[src/rtl/booth_multiplier_seq.sv]
// Iterative radix-2 Booth multiplier, one Booth step per clock, signed or unsigned operands.
// Operands are widened by one bit so a single signed datapath handles both modes exactly.
module booth_multiplier_seq #(
    parameter int WIDTH = 8
) (
    input  logic                 clk,
    input  logic                 rst_n,
    input  logic                 in_valid,
    output logic                 in_ready,
    input  logic [WIDTH-1:0]     multiplicand,
    input  logic [WIDTH-1:0]     multiplier,
    input  logic                 signed_mode,
    output logic                 out_valid,
    input  logic                 out_ready,
    output logic [2*WIDTH-1:0]   product
);

    localparam int CW = $clog2(WIDTH + 2);
    localparam logic [CW-1:0] FINISH = CW'(WIDTH + 1);

    typedef enum logic [1:0] {IDLE, CALC, DONE} state_t;

    state_t           state;
    state_t           state_next;
    logic [WIDTH:0]   acc;
    logic [WIDTH:0]   mcand;
    logic [WIDTH:0]   mplier;
    logic             q_m1;
    logic [CW-1:0]    step;
    logic [WIDTH:0]   ext_m;
    logic [WIDTH:0]   ext_q;
    logic [WIDTH:0]   booth_sum;

    always_ff @(posedge clk) begin
        if (!rst_n) begin
            state <= IDLE;
        end else begin
            state <= state_next;
        end
    end

    always_comb begin
        state_next = state;
        in_ready   = 1'b0;
        out_valid  = 1'b0;
        case (state)
            IDLE: begin
                in_ready = 1'b1;
                if (in_valid) begin
                    state_next = CALC;
                end
            end
            CALC: begin
                if (step == FINISH) begin
                    state_next = DONE;
                end
            end
            DONE: begin
                out_valid = 1'b1;
                if (out_ready) begin
                    state_next = IDLE;
                end
            end
            default: state_next = IDLE;
        endcase
    end

    // Unsigned operands gain a zero MSB, signed ones a copy of their sign bit.
    always_comb begin
        ext_m     = {signed_mode & multiplicand[WIDTH-1], multiplicand};
        ext_q     = {signed_mode & multiplier[WIDTH-1], multiplier};
        booth_sum = acc;
        case ({mplier[0], q_m1})
            2'b10:   booth_sum = acc - mcand;
            2'b01:   booth_sum = acc + mcand;
            default: booth_sum = acc;
        endcase
    end

    // The extra pass with step == FINISH only registers the result, giving a stable product in DONE.
    always_ff @(posedge clk) begin
        if (!rst_n) begin
            acc     <= '0;
            mcand   <= '0;
            mplier  <= '0;
            q_m1    <= 1'b0;
            step    <= '0;
            product <= '0;
        end else begin
            case (state)
                IDLE: begin
                    if (in_valid) begin
                        mcand  <= ext_m;
                        mplier <= ext_q;
                        acc    <= '0;
                        q_m1   <= 1'b0;
                        step   <= '0;
                    end
                end
                CALC: begin
                    if (step == FINISH) begin
                        product <= {acc[WIDTH-2:0], mplier};
                    end else begin
                        acc    <= {booth_sum[WIDTH], booth_sum[WIDTH:1]};
                        mplier <= {booth_sum[0], mplier[WIDTH:1]};
                        q_m1   <= mplier[0];
                        step   <= step + 1'b1;
                    end
                end
                default: ;
            endcase
        end
    end

endmodule

[config.mk]
export PLATFORM = sky130hd
export DESIGN_NAME = booth_multiplier_seq
export DESIGN_NICKNAME = d
export VERILOG_FILES = /design/src/rtl/booth_multiplier_seq.sv
export SDC_FILE = /design/constraint.sdc
export NUM_CORES = 1
export LEC_CHECK = 0
export BUFFER_PORTS_ARGS = -buffer_cell sky130_fd_sc_hd__buf_2
export CAP_MARGIN = 5
export CORE_ASPECT_RATIO = 1.75
export CORE_MARGIN = 2
export CORE_UTILIZATION = 35
export CTS_CLUSTER_SIZE = 20
export DETAILED_ROUTE_END_ITERATION = 12
export GPL_TIMING_DRIVEN = 0
export SETUP_SLACK_MARGIN = 0.05
export SLEW_MARGIN = 20
export SYNTH_ARGS = -nofsm -noshare
export SYNTH_HDL_FRONTEND = slang
export SYNTH_SLANG_ARGS = --single-unit
[constraint.sdc]
create_clock -name clk -period 3 [get_ports clk]
set_input_delay 0.3 -clock clk [delete_from_list [all_inputs] [get_ports clk]]
set_output_delay 0.3 -clock clk [all_outputs]
set_load 0.005 [all_outputs]
Word level (Yosys, flattened, before mapping)
Index checks and enable logic that the tools add are counted.
Word-level totals
  flip-flop bits (word level): 50
  input port bits: 21
Operators by class
  equality and inequality tests: 9
  bitwise operators: 2
  reduce and logical (&&, ||, !) cells: 6
  $add $sub $neg: 3
  multiplexer cells: 19
Operator list (count)
  9-bit case mux with 2 select lines: 3
  9-bit 2-to-1 mux: 4
  9-bit adder: 1
  9-bit subtractor: 1
  4-bit 2-to-1 mux: 2
  2-bit inequality test, second input constant: 4
  4-bit case mux with 2 select lines: 1
  2-bit 2-to-1 mux: 3
  2-bit case mux with 3 select lines: 1
  3-bit AND reduction: 2
  4-bit by 1-bit adder with 4-bit output, second input constant: 1
  2-bit by 1-bit == test with 1-bit output, second input constant: 2
  2-bit == test, second input constant: 2
  4-bit == test, second input constant: 1
  1-bit 2-to-1 mux: 4
  2-bit AND reduction: 2
  1-bit bitwise AND: 2
  2-bit logical NOT: 1
  1-bit case mux with 2 select lines: 1
  2-bit nonzero test: 1

Logic depth before layout (Yosys ltp)
  word-level depth: 4
  gate-level depth with buffers: 11
  mapped depth without buffers: 10

Worst setup path before layout
No wires, ideal clock.
  path kind: flip-flop to flip-flop
  start point: register mplier[0]
  end point: register acc[5]
  path slack: 619 ps
  path buffers: 1
  arrival time: 2299 ps
  setup time: 82 ps
  stages on the path, launching flop included: 11
  cells stage by stage: dfxtp_1 > inv_1 > ha_1 > clkbuf_1 > mux2_2 > fa_1 > a211oi_1 > o21bai_1 > a21oi_1 > nand4_1 > o221ai_1
On the way
  longest elaborated chain between the ends: 4
RTL lines
  from (decl): line 27  | logic [WIDTH:0] mplier;
  from (signal assigned): line 94  | mplier <= ext_q;
  from (signal assigned): line 105  | mplier <= {booth_sum[0], mplier[WIDTH:1]};
  2-bit by 1-bit == test with 1-bit output / 2-bit == test (equally long branches): line 73  | case ({mplier[0], q_m1})
  9-bit case mux with 2 select lines (*): line 73
  9-bit 2-to-1 mux (*): line 101  | if (step == FINISH) begin
  9-bit case mux with 2 select lines (*): line 90  | case (state)
  to (signal assigned): line 104  | acc <= {booth_sum[WIDTH], booth_sum[WIDTH:1]};
  to (decl): line 25  | logic [WIDTH:0] acc;
Every way passes the cells marked *; elsewhere a longest branch is shown, timed or not. The select of a mux whose other input is x is not followed.
A chain may end at the register's enable or synchronous reset.

Final worst setup path
  start point: register mplier[0]
  end point: register acc[3]
Same word-level chain as after synthesis.

==> results.json <==
{
  "outcome": "finished clean",
  "dieWidth_um": 66.71,
  "synth_cell_types": 40,
  "period_minus_slack_ps": 2635,
  "worst-r2r-cell-count": 10,
  "rsz0062_at_grt": "false",
  "cts_tree": "yes",
  "fin_util_pct": 42.20,
  "worstPathMaxFanout": 8,
  "r2r-end": "acc[3]",
  "dp.cells": 421,
  "synth_simple_gate_area_share_pct": 21.04,
  "gp_congestion": 0.8955,
  "first_pass_iters": 4,
  "seq_area_frac_synth_pct": 40.73,
  "antenna_left": 0,
  "maxSlewHeadroom_pct": 60.60,
  "synth.ff_latch_count": 49,
  "grt_start_max_net_pins": 16,
  "drt-vias-per-instance": 5.189,
  "final-hold-violation-count": 0,
  "crit_arrival_ps": 2800,
  "min_to": "mcand[4]",
  "drc": 0,
  "antenna_found_initial": 0,
  "clk_pin_slew_ps": 60,
  "syn_avg_cell_area_um2": 8.055,
  "reg2reg_from": "mplier[0]",
  "dp_hpwl_um": 4713,
  "numPortBuffers": 38,
  "vdd_drop_max_v": 0.0001955,
  "critPathKind": "flop to flop",
  "fp.dieH_um": 113.7,
  "fin_nets": 378,
  "worst_pin_slew_ps": 591.0,
  "drive_above_1_share_pct": 15.94,
  "critPathMaxStageDelay_ps": 470,
  "synth_ff_type": "dfxtp_1",
  "min_path_cells": 3,
  "grt-ovfl-total": 0,
  "ctsHoldBuffers": 0,
  "tns_ps": 0,
  "p_per_area_nw_per_um2": 513.8,
  "cap_viol_max_count": 0,
  "numCtsBuffers": 5,
  "instances_no_fill": 429,
  "grt_pass1_wl_um": 9998,
  "vias": 2226,
  "post_drt_wl_per_cell_um": 14.16,
  "ios": 39,
  "row_count": 40,
  "async_reset_ff_share_pct": 0,
  "core-area_um2": 6756,
  "die-area_um2": 7588,
  "n_antenna_cell": 0,
  "hold_start": "multiplicand[4]",
  "cp_slowest_cell": "fa_1",
  "cpLargestDelayFamily": "compound AO/OA/AOI/OAI gates",
  "finalSetupViolCount": 0,
  "synthXorXnorAreaFrac_pct": 4.000,
  "fin_skew_ps": 4.303,
  "cts.sinks": 49,
  "muxShareOfSynthArea_pct": 1.351,
  "synthAdderAreaFrac_pct": 7.065,
  "cp_num_buf_inv": 2,
  "start_util_pct": 35.65,
  "htree_num_levels": 2,
  "hold_path_class": "primary input to flop",
  "synth_top_family_by_area": "compound AO/OA/AOI/OAI gates",
  "synth_nets": 333,
  "clock_tree.buffer_depth": 2,
  "first_global_vias": 2166,
  "grt_usage_pct": 17.52,
  "synth_edf_count": 0,
  "fillers": 732,
  "r2r_slack_ps": 360,
  "syn_area_um2": 2409,
  "cp-end-kind": "flop",
  "drt_iter0_drc": 129,
  "routed_wl_um": 6074,
  "slew_viol_final": 0,
  "crit_chain": "inv_1 -> ha_1 -> clkbuf_1 -> mux2_2 -> fa_1 -> a21o_1 -> a211oi_1 -> o31ai_1 -> a22oi_1 -> nor2_1",
  "fin_crit_sh_pct": 87.83,
  "yosysWarnings": 0,
  "syn-instance-count": 299,
  "area_growth_pct": 18.39,
  "cp-start-kind": "flop",
  "insertion_delay_ps": 300,
  "cp_data_required_time_ps": 3170,
  "fmax_ghz": 0.3795,
  "clockRootBuffer": "clkbuf_16",
  "p_leak_nw": 1.170,
  "synth-compound-area-share_pct": 21.82
}
[power by group]
part	switching (mW)	internal (mW)
Clock	0.250	0.306
Combinational	0.129	0.0906
Sequential	0.0193	0.670
Total	0.399	1.07
[logic make-up after synthesis]
kind of cell / Yosys count
flip-flops: 49
AO/OA/AOI/OAI: 80
AND/OR/NAND/NOR: 121
multiplexers: 3
XOR/XNOR: 11
buffers and inverters: 22
adder cells (fa/ha/maj): 13
[cell usage in the layout (no fill, tap or decap), types with 2 or more instances in the layout]
cell type / synthesis / final
and2_1: 2 / 2
clkinv_2: 0 / 2
inv_1: 6 / 6
a211oi_1: 6 / 5
a211o_1: 3 / 3
a21oi_1: 34 / 34
a32oi_1: 3 / 3
buf_2: 5 / 43
o2bb2ai_1: 2 / 2
a21o_1: 2 / 2
nand3_1: 9 / 9
ha_1: 12 / 12
mux2_2: 2 / 2
xor2_1: 7 / 7
nor3_1: 3 / 3
a31oi_1: 3 / 3
clkbuf_16: 0 / 5
a222oi_1: 8 / 8
clkbuf_1: 10 / 10
nor2_1: 35 / 35
nor2b_1: 3 / 3
o21ai_0: 8 / 8
nand2_1: 62 / 62
xnor2_1: 4 / 4
dfxtp_1: 49 / 49
o221ai_1: 2 / 2
o31ai_1: 2 / 2
o21bai_1: 2 / 2
a22oi_1: 2 / 2
[state kept, by name, indices dropped and copies added, names as in the netlist]
| signal | flops |
|---|---|
| acc | 8 |
| mcand | 9 |
| mplier | 9 |
| product | 16 |
| q_m1 | 1 |
| state | 2 |
| step | 4 |
[cell usage after synthesis, types with 2 or more instances]
cell type  instances  area share [%]
o31ai_1            2            0.62
nor3_1             3            0.62
clkbuf_1          10             1.6
nor2_1            35             5.5
xor2_1             7             2.5
o21ai_0            8             1.7
nand3_1            9             1.9
a22oi_1            2            0.62
nand2_1           62             9.7
o2bb2ai_1          2            0.73
xnor2_1            4             1.5
a21oi_1           34             7.1
a31oi_1            3            0.78
buf_2              5             1.0
mux2_2             2            0.93
dfxtp_1           49              41
inv_1              6            0.93
and2_1             2            0.52
a211o_1            3             1.1
a211oi_1           6             1.9
a21o_1             2            0.62
a32oi_1            3             1.1
nor2b_1            3            0.78
o221ai_1           2            0.73
a222oi_1           8             3.3
ha_1              12             6.2
o21bai_1           2            0.62
[layer usage]
layer	part of all wire, %	global-route usage [%]
met1	37	16.97
met2	56	33.47
met3	3.9	3.254
met4	3.1	9.116
met5	0	0
[worst max path at each step]
stage | from | end | cells after the start
floorplan | mplier[0] | acc[5] | 10
global placement | mplier[0] | acc[3] | 10
detailed placement | mplier[0] | acc[3] | 10
CTS | mplier[0] | acc[3] | 10
global route | mplier[0] | acc[3] | 10
finish | mplier[0] | acc[3] | 10
[area by class of cell]
type / instances / area [µm²] / area share [%]
flip-flops and latches: 49 / 980.9 / 34.40
inverters: 6 / 22.52 / 0.7898
plain buffers: 16 / 73.82 / 2.589
repair buffers: 38 / 190.2 / 6.670
multi-input cells: 228 / 1336 / 46.86
clock inverters: 3 / 17.52 / 0.6143
clock buffers: 5 / 125.1 / 4.388
well taps: 84 / 105.1 / 3.686
[through the flow]
stage	instance area [µm²]	power (mW)	worst slack (ps)	hold slack, ps
final	2851	1.465	365.0	238.1
after global routing	2851	1.532	145.3	252.2
after CTS	2846	1.477	283.9	234.3
after detailed placement	2704	0.9240	319.4	443.9
after global placement	2704	0.9198	277.8	439.7
after floorplan	2409	0.8600	618.6	421.7
[repair_timing]
item                                    in CTS  in global routing
endpoints found under the setup margin       0                  1
setup buffers                                0                  0
gates resized for setup                      0                  1
[tightest hold or removal path, cell delays in order]
cell,delay [ps]
buf_2,90
nand2_1,40
a21oi_1,50
(Power assumes the default switching activity.)
